File: src/rtl/icache_if.sv
// icache bus bundle: Fetcher lookup side and memory controller side.
// slave is the cache's view; master is the Fetcher/controller view.
interface icache_if #(
  parameter int XLEN = 32
);
  logic            fet_req;
  logic [XLEN-1:0] fet_pc;
  logic            ic_hit;
  logic [XLEN-1:0] ic_inst;
  logic            ic_mem_enable;
  logic [XLEN-1:0] ic_mem_pc;
  logic            mem_fet_busy;
  logic            mem_inst_ready;
  logic [XLEN-1:0] mem_inst;
  logic [XLEN-1:0] mem_inst_addr;

  modport slave (
    input  fet_req, fet_pc,
    input  mem_fet_busy, mem_inst_ready,
    input  mem_inst, mem_inst_addr,
    output ic_hit, ic_inst,
    output ic_mem_enable, ic_mem_pc
  );

  modport master (
    output fet_req, fet_pc,
    output mem_fet_busy, mem_inst_ready,
    output mem_inst, mem_inst_addr,
    input  ic_hit, ic_inst,
    input  ic_mem_enable, ic_mem_pc
  );
endinterface

File: src/rtl/icache.sv
// Direct-mapped instruction cache, one instruction per line.
// Combinational hits, single-request miss handling with fill bypass.
module icache #(
  parameter int XLEN        = 32,
  parameter int INDEX_WIDTH = 6,
  parameter int TAG_WIDTH   = XLEN - INDEX_WIDTH - 1
) (
  input  logic    clk,
  input  logic    rst,
  input  logic    rdy,
  input  logic    flush,
  input  logic    ic_inv,
  icache_if.slave bus
);

  localparam int LINES = 1 << INDEX_WIDTH;

  typedef enum logic [1:0] {
    IDLE,
    REQ,
    WAIT
  } state_t;

  state_t state_q, state_d;
  logic [XLEN-1:0] miss_pc_q, miss_pc_d;

  logic [LINES-1:0]     valid_q;
  logic [TAG_WIDTH-1:0] tag_q  [LINES];
  logic [XLEN-1:0]      data_q [LINES];

  logic [INDEX_WIDTH-1:0] fet_idx;
  logic [TAG_WIDTH-1:0]   fet_tag;
  logic [INDEX_WIDTH-1:0] miss_idx;
  logic [TAG_WIDTH-1:0]   miss_tag;

  logic lookup_hit;
  logic fill_accept;
  logic fill_bypass;
  logic mem_en;

  assign fet_idx  = bus.fet_pc[INDEX_WIDTH:1];
  assign fet_tag  = bus.fet_pc[XLEN-1:INDEX_WIDTH+1];
  assign miss_idx = miss_pc_q[INDEX_WIDTH:1];
  assign miss_tag = miss_pc_q[XLEN-1:INDEX_WIDTH+1];

  assign lookup_hit = bus.fet_req
                   && valid_q[fet_idx]
                   && (tag_q[fet_idx] == fet_tag);

  // A fill only lands when the pipeline is enabled, so the
  // bypass hit and the array write always happen together.
  assign fill_accept = rdy
                    && (state_q == WAIT)
                    && bus.mem_inst_ready
                    && (bus.mem_inst_addr == miss_pc_q)
                    && !flush;

  assign fill_bypass = fill_accept
                    && bus.fet_req
                    && (bus.fet_pc == miss_pc_q);

  // Gated by rdy so a stalled pipeline never repeats the request.
  assign mem_en = rdy
               && (state_q == REQ)
               && !bus.mem_fet_busy
               && !flush;

  assign bus.ic_hit        = lookup_hit || fill_bypass;
  assign bus.ic_mem_enable = mem_en;
  assign bus.ic_mem_pc     = (state_q == IDLE) ? '0 : miss_pc_q;

  // Instruction output: returned word on bypass, else line data.
  always_comb begin
    bus.ic_inst = '0;
    if (fill_bypass)
      bus.ic_inst = bus.mem_inst;
    else if (lookup_hit)
      bus.ic_inst = data_q[fet_idx];
  end

  // Miss FSM next-state; flush overrides any progress.
  always_comb begin
    state_d   = state_q;
    miss_pc_d = miss_pc_q;
    unique case (state_q)
      IDLE: begin
        if (bus.fet_req && !lookup_hit && !flush) begin
          state_d   = REQ;
          miss_pc_d = bus.fet_pc;
        end
      end
      REQ: begin
        if (mem_en)
          state_d = WAIT;
      end
      WAIT: begin
        if (fill_accept)
          state_d = IDLE;
      end
      default: state_d = IDLE;
    endcase
    if (flush)
      state_d = IDLE;
  end

  // FSM registers and valid bits; a fill beats a same-cycle inv.
  always_ff @(posedge clk) begin
    if (rst) begin
      state_q   <= IDLE;
      miss_pc_q <= '0;
      valid_q   <= '0;
    end else if (rdy) begin
      state_q   <= state_d;
      miss_pc_q <= miss_pc_d;
      if (ic_inv)
        valid_q <= '0;
      if (fill_accept)
        valid_q[miss_idx] <= 1'b1;
    end
  end

  // Tag and data arrays, written only on an accepted fill.
  always_ff @(posedge clk) begin
    if (fill_accept) begin
      tag_q[miss_idx]  <= miss_tag;
      data_q[miss_idx] <= bus.mem_inst;
    end
  end

endmodule

File: src/flat_wrapper.sv
// flat-port wrapper written by rule: the top's interface ports become plain ports
module icache_flat 
#(
  parameter int XLEN        = 32,
  parameter int INDEX_WIDTH = 6,
  parameter int TAG_WIDTH   = XLEN - INDEX_WIDTH - 1
)
  (clk, rst, rdy, flush, ic_inv, bus_fet_req, bus_fet_pc, bus_mem_fet_busy, bus_mem_inst_ready, bus_mem_inst, bus_mem_inst_addr, bus_ic_hit, bus_ic_inst, bus_ic_mem_enable, bus_ic_mem_pc);
  icache_if #(.XLEN(XLEN)) bus_i ();
  input  logic clk;
  input  logic rst;
  input  logic rdy;
  input  logic flush;
  input  logic ic_inv;
  input wire logic [$bits(bus_i.fet_req)-1:0] bus_fet_req;
  input wire logic [$bits(bus_i.fet_pc)-1:0] bus_fet_pc;
  input wire logic [$bits(bus_i.mem_fet_busy)-1:0] bus_mem_fet_busy;
  input wire logic [$bits(bus_i.mem_inst_ready)-1:0] bus_mem_inst_ready;
  input wire logic [$bits(bus_i.mem_inst)-1:0] bus_mem_inst;
  input wire logic [$bits(bus_i.mem_inst_addr)-1:0] bus_mem_inst_addr;
  output wire logic [$bits(bus_i.ic_hit)-1:0] bus_ic_hit;
  output wire logic [$bits(bus_i.ic_inst)-1:0] bus_ic_inst;
  output wire logic [$bits(bus_i.ic_mem_enable)-1:0] bus_ic_mem_enable;
  output wire logic [$bits(bus_i.ic_mem_pc)-1:0] bus_ic_mem_pc;
  assign bus_i.fet_req = bus_fet_req;
  assign bus_i.fet_pc = bus_fet_pc;
  assign bus_i.mem_fet_busy = bus_mem_fet_busy;
  assign bus_i.mem_inst_ready = bus_mem_inst_ready;
  assign bus_i.mem_inst = bus_mem_inst;
  assign bus_i.mem_inst_addr = bus_mem_inst_addr;
  assign bus_ic_hit = bus_i.ic_hit;
  assign bus_ic_inst = bus_i.ic_inst;
  assign bus_ic_mem_enable = bus_i.ic_mem_enable;
  assign bus_ic_mem_pc = bus_i.ic_mem_pc;
  icache #(.XLEN(XLEN), .INDEX_WIDTH(INDEX_WIDTH), .TAG_WIDTH(TAG_WIDTH)) u_core (.clk(clk), .rst(rst), .rdy(rdy), .flush(flush), .ic_inv(ic_inv), .bus(bus_i));
endmodule
File: config.mk
export PLATFORM = sky130hd
export DESIGN_NAME = icache_flat
export DESIGN_NICKNAME = d
export VERILOG_FILES = /design/src/rtl/icache_if.sv /design/src/rtl/icache.sv /design/src/flat_wrapper.sv
export SDC_FILE = /design/constraint.sdc
export NUM_CORES = 2
export LEC_CHECK = 0
export CAP_MARGIN = 20
export CORE_ASPECT_RATIO = 2
export CORE_MARGIN = 5
export CORE_UTILIZATION = 47
export DETAILED_ROUTE_END_ITERATION = 10
export GPL_ROUTABILITY_DRIVEN = 0
export PLACE_DENSITY_LB_ADDON = 0.3
export SYNTH_ARGS = -nofsm -noshare
export SYNTH_HDL_FRONTEND = slang
export SYNTH_SLANG_ARGS = --single-unit
File: constraint.sdc
create_clock -name clk -period 13.4 [get_ports clk]
set_input_delay 2.01 -clock clk [delete_from_list [all_inputs] [get_ports clk]]
set_output_delay 2.01 -clock clk [all_outputs]
set_load 0.03 [all_outputs]
; ---- After elaboration in Yosys (flattened, before gate mapping)
; Memory sizes are Yosys's and may differ from the RTL's.
; Cells that the tools add are included.
[word_totals]
out_inout_bits = 66
inputBits = 104
memories = 2
ramBits = 3648
reg_bits = 98
[mem_list]
columns = name, depth, width, rd, rd_ports_with_merged_regs, wr, line_no
row1 = u_core.data_q, 64, 32, 1, 0, 1, icache.sv:29  ; logic [XLEN-1:0] data_q [LINES];
row2 = u_core.tag_q, 64, 25, 1, 0, 1, icache.sv:28  ; logic [TAG_WIDTH-1:0] tag_q [LINES];
[op_classes]
muxes = 18
bitwise_logic = 1
eq_ne = 8
n_lt_le_gt_ge = 3
n_reduce_logical = 21
[op_table]
columns = op, n
row1 = 64-bit 2-to-1 mux, 4
row2 = 32-bit 2-to-1 mux, 3
row3 = 32-bit equality test, 2
row4 = 64-bit bitwise OR, 1
row5 = 25-bit equality test, 1
row6 = 1-bit logical AND, 14
row7 = 6-bit by 7-bit < comparator with 1-bit output (second input constant), 2
row8 = 2-bit 2-to-1 mux, 4
row9 = 1-bit binary-select mux with 6-bit select, 1
row10 = 1-bit demux with 6-bit select, 1
row11 = 6-bit by 1-bit >= comparator with 1-bit output (second input constant), 1
row12 = 3-bit != test (second input constant), 2
row13 = 2-bit one-hot mux with 3 select lines, 1
row14 = 1-bit 2-to-1 mux, 4
row15 = 4-bit AND reduction, 1
row16 = 1-bit zero test, 3
row17 = 3-bit by 2-bit != test with 1-bit output (second input constant), 1
row18 = 3-bit AND reduction, 1
row19 = 2-bit by 1-bit equality test with 1-bit output (second input constant), 1
row20 = 2-bit equality test (second input constant), 1
row21 = 2-bit zero test, 1
row22 = 1-bit logical OR, 1

; ---- Longest topological paths before layout
[depth]
word_depth = 10
ltp_mapped = 18
depth_no_buf = 10

; ---- Worst setup path before layout
; OpenSTA, ideal clock, no wires.
[synth_path]
kind = input port to output port
from = in bus_fet_pc[2]
to = out bus_ic_inst[0]
stages = 14
arrival_time_ps = 5589
slack_ps = 5801
cell_sequence = buf_2 > buf_2 > buf_2 > buf_2 > mux4_2 > o21ai_0 > nand2_1 > nor4_2 > xnor2_1 > a2111oi_2 > nand2_1 > or3_1 > buf_2 > o31ai_1
[synth_via]
elab_chain_len = 6
[synth_lines]
columns = item, line_no
row1 = start: declaration, flat_wrapper.sv:16  ; input wire logic [$bits(bus_i.fet_pc)-1:0] bus_fet_pc;
row2 = "parallel branches: the longest is 5 deep, another holds memory read 64 x 25 bit", --
row3 = 32-bit 2-to-1 mux (*), icache.sv:75  ; if (fill_bypass)
row4 = end: declaration, flat_wrapper.sv:22  ; output wire logic [$bits(bus_i.ic_inst)-1:0] bus_ic_inst;
; Every way passes the cells marked *. The select of a mux whose other input is x is not followed.

; ---- Worst setup path after layout
[layout_path]
from = in bus_fet_pc[3]
to = out bus_ic_inst[13]
; Same word-level chain as after synthesis.

==> impl_metrics.json <==
{
  "run_status": "completed",
  "dp_hpwl_um": 253000,
  "power_density_nw_per_um2": 142,
  "num-nets-final": 7155,
  "synthTopCellsByArea": "edfxtp_1, mux4_2, mux2i_1",
  "cap_viol_max_count": 0,
  "post-route-period-util_pct": 80.8,
  "postCtsHoldBufs": 0,
  "vdd_drop_max_mv": 0.117,
  "final.min_clock_period_ns": 10.83,
  "seq_power_share_pct": 55.1,
  "cts_resized": 0,
  "core_um2": 308000,
  "grt_use_total_pct": 27.9,
  "cts_tree": "yes",
  "synth-main-ff-cell": "edfxtp_1",
  "vias": 74900,
  "yosys.area.top_type": "edfxtp_1",
  "drive_gt1_share_pct": 25.4,
  "finalSetupViolCount": 0,
  "root_buffer": "clkbuf_16",
  "fillCellCount": 23600,
  "path_cells": "buf_8, buf_4, mux4_2, mux2i_1, o22ai_1, nor2_1, and3b_1, o2111ai_1, nor4_1, nand4_1, or3_2, buf_4, o31ai_2, clkdlybuf4s50_1",
  "cpMostUsedCell": "buf_4",
  "dpl.cell_count": 10800,
  "worst-path-buf-inv": 4,
  "ys_top_cells_by_count": "edfxtp_1, mux4_2, mux2i_1",
  "grt_max_degree": 142,
  "crit_arrival_ns": 8.82,
  "slew_headroom_pct": 18.6,
  "hold_violations": 0,
  "async_flop_share_pct": 0,
  "synth_area_per_cell_um2": 21.8,
  "fin_hold_ws_ns": 0.486,
  "start_kind": "primary input",
  "path_class": "primary input to output port",
  "crit_required_ns": 11.39,
  "cpPeakStageDelay_ns": 0.96,
  "p_switching_uw": 4910,
  "final_cells": 11400,
  "die_h_um": 796,
  "grt_first_pass_wirelength_um": 619000,
  "synth_seq_cells": 3746,
  "end_kind": "output port",
  "port_buffers": 169,
  "ant_nets": 0,
  "finalInstanceArea_um2": 163000,
  "p_leak_uw": 0.0537,
  "dp_slack_ns": 3.12,
  "final_max_slew_viol_count": 0,
  "synth_edf_count": 3648,
  "clkTransAtPathRegs_ns": 0.07,
  "drt_wl_total_um": 454000,
  "clock_sinks": 3746,
  "clock_skew_ns": 0.0602,
  "htree_levels": 5,
  "crit_slowest_cell": "nor2_1",
  "viasPerCell": 6.58,
  "drt-initial-drc-count": 10900,
  "first_pass_iters": 9,
  "worst_slew_pin_slew_ns": 1.22,
  "postPlaceCellArea_um2": 153000,
  "rows": 288,
  "areaGrowthSynthToFinish_pct": 12.6,
  "hp-class": "flip-flop to flip-flop",
  "yosysMostFrequentCell": "edfxtp_1",
  "post-synth-top-area-fraction_pct": 75.5,
  "ys_seq_area_share_pct": 76.8,
  "rsz0062_at_grt": "no",
  "post_cts_buffers": 0,
  "clk_path_buf_depth": 4,
  "cp_top_family": "simple AND/OR/NAND/NOR gates",
  "yosysUniqueCellTypes": 77,
  "fmax_mhz": 92.3,
  "wl_per_cell_um": 39.9,
  "clk-insertion-delay-late_ns": 0.90,
  "netlist_area_um2": 145000,
  "finalSetupTns_ns": 0,
  "io_pins": 170,
  "synthCells": 6665,
  "die_area_um2": 321000,
  "start_util_pct": 47.2,
  "cts_buffers": 311,
  "ys_warn_count": 0,
  "p_comb_share_pct": 4.8,
  "switching_share_pct": 21.1,
  "internal_power_uw": 18300,
  "cp_max_fo": 61,
  "dieWidth_um": 403,
  "grt_overflow": 0,
  "synth_fp_nets": 6769,
  "post-route-drc-count": 0,
  "fin_ws_ns": 2.57,
  "antenna_found_initial": 23,
  "grt_pass1_vias": 75200,
  "clockPowerShare_pct": 40.0
}
-- final cells by class --
type / count / area (um2) / share of cell area (%)
diodes: 18 / 45.0 / 0.0276
well taps: 4060 / 5080 / 3.11
inverters: 7 / 36.3 / 0.0222
clock inverters: 183 / 1930 / 1.18
clock buffers: 375 / 8230 / 5.04
multi-input cells: 2535 / 32300 / 19.8
repair buffers: 450 / 4200 / 2.57
flip-flops and latches: 3746 / 112000 / 68.3
-- cell families after synthesis --
logic type      count (synthesis)  share of synthesized area, %
mux                          1264                          16.6
xor+xnor                       81                         0.489
compound gates                513                          2.56
buf+inv                       384                          1.32
simple gates                  677                          2.20
flops                        3746                          76.8
-- layer usage --
layer | share of wire, % | vias up | routed length (um) | GRT usage, %
li1 | - | 28700 | - | -
met1 | 33 | 40000 | 150000 | 33.4
met2 | 51 | 4931 | 234000 | 47.9
met3 | 8.8 | 1193 | 40000 | 4.79
met4 | 6.7 | 6 | 30600 | 16.2
met5 | 0.0086 | - | 39 | 0
-- worst reg2reg max path: stages (launching register included) --
cell and delay, ns:
dfxtp_1 0.31, buf_4 0.55, xor2_1 0.15, nor4_1 0.53, nand3_1 0.18, nor4_2 0.24, buf_4 0.23, nor2b_1 0.28
nand3_1 0.69, nor2_4 1.16, buf_4 0.62, buf_4 0.64
-- worst paths after layout --
check | startpoint | to | slack, ns | cells after the start
max reg2reg | u_core.miss_pc_q[17] | u_core.tag_q[49][19] | 7.40 | 11
max | bus_fet_pc[3] | bus_ic_inst[13] | 2.57 | 14
min | u_core.valid_q[2] | u_core.valid_q[2] | 0.49 | 2
min reg2reg | u_core.valid_q[2] | u_core.valid_q[2] | 0.49 | 2
-- placed cells by master, fill, tap and decap left out, types with 15 or more instances in the layout --
cell,count
a21oi_1,149
a221oi_1,23
a22oi_1,155
a32o_1,33
and2_1,19
buf_12,37
buf_2,32
buf_4,239
bufinv_16,36
clkbuf_1,51
clkbuf_16,318
clkdlybuf4s50_1,131
clkinv_1,58
clkinv_2,36
clkinvlp_4,18
dfxtp_1,74
dfxtp_2,24
diode_2,18
edfxtp_1,3648
inv_6,20
mux2_2,23
mux2i_1,332
mux4_2,904
nand2_1,250
nand3_1,79
nand4_1,20
nor2_1,87
nor2_4,65
nor2b_1,51
nor4_1,19
o21a_1,15
o21ai_0,22
o22ai_1,20
o31ai_2,30
xnor2_1,46
xor2_1,35
-- sequential cells by signal, summed over array words and instances, names as in the netlist --
name and count:
u_core.tag_q 1600, u_core.miss_pc_q 32, u_core.state_q 2, u_core.valid_q 64, u_core.data_q 2048
-- power by group through the flow --
stage,registers (uW),logic [uW],clock network [uW]
2_1_floorplan,13100,617,0
3_3_place_gp,13100,1090,0
3_5_place_dp,13100,1110,0
4_1_cts,12800,1110,9400
5_1_grt,12800,1170,9860
6_report,12800,1130,9310
-- metrics by stage --
stage	total power (uW)	util (%)
detailed placement	14200	49.6
finish	23200	53.1
floorplan	13700	-
CTS	23300	52.9
global route	23800	53.1
global placement	14200	49.6
(Power assumes the default switching activity.)
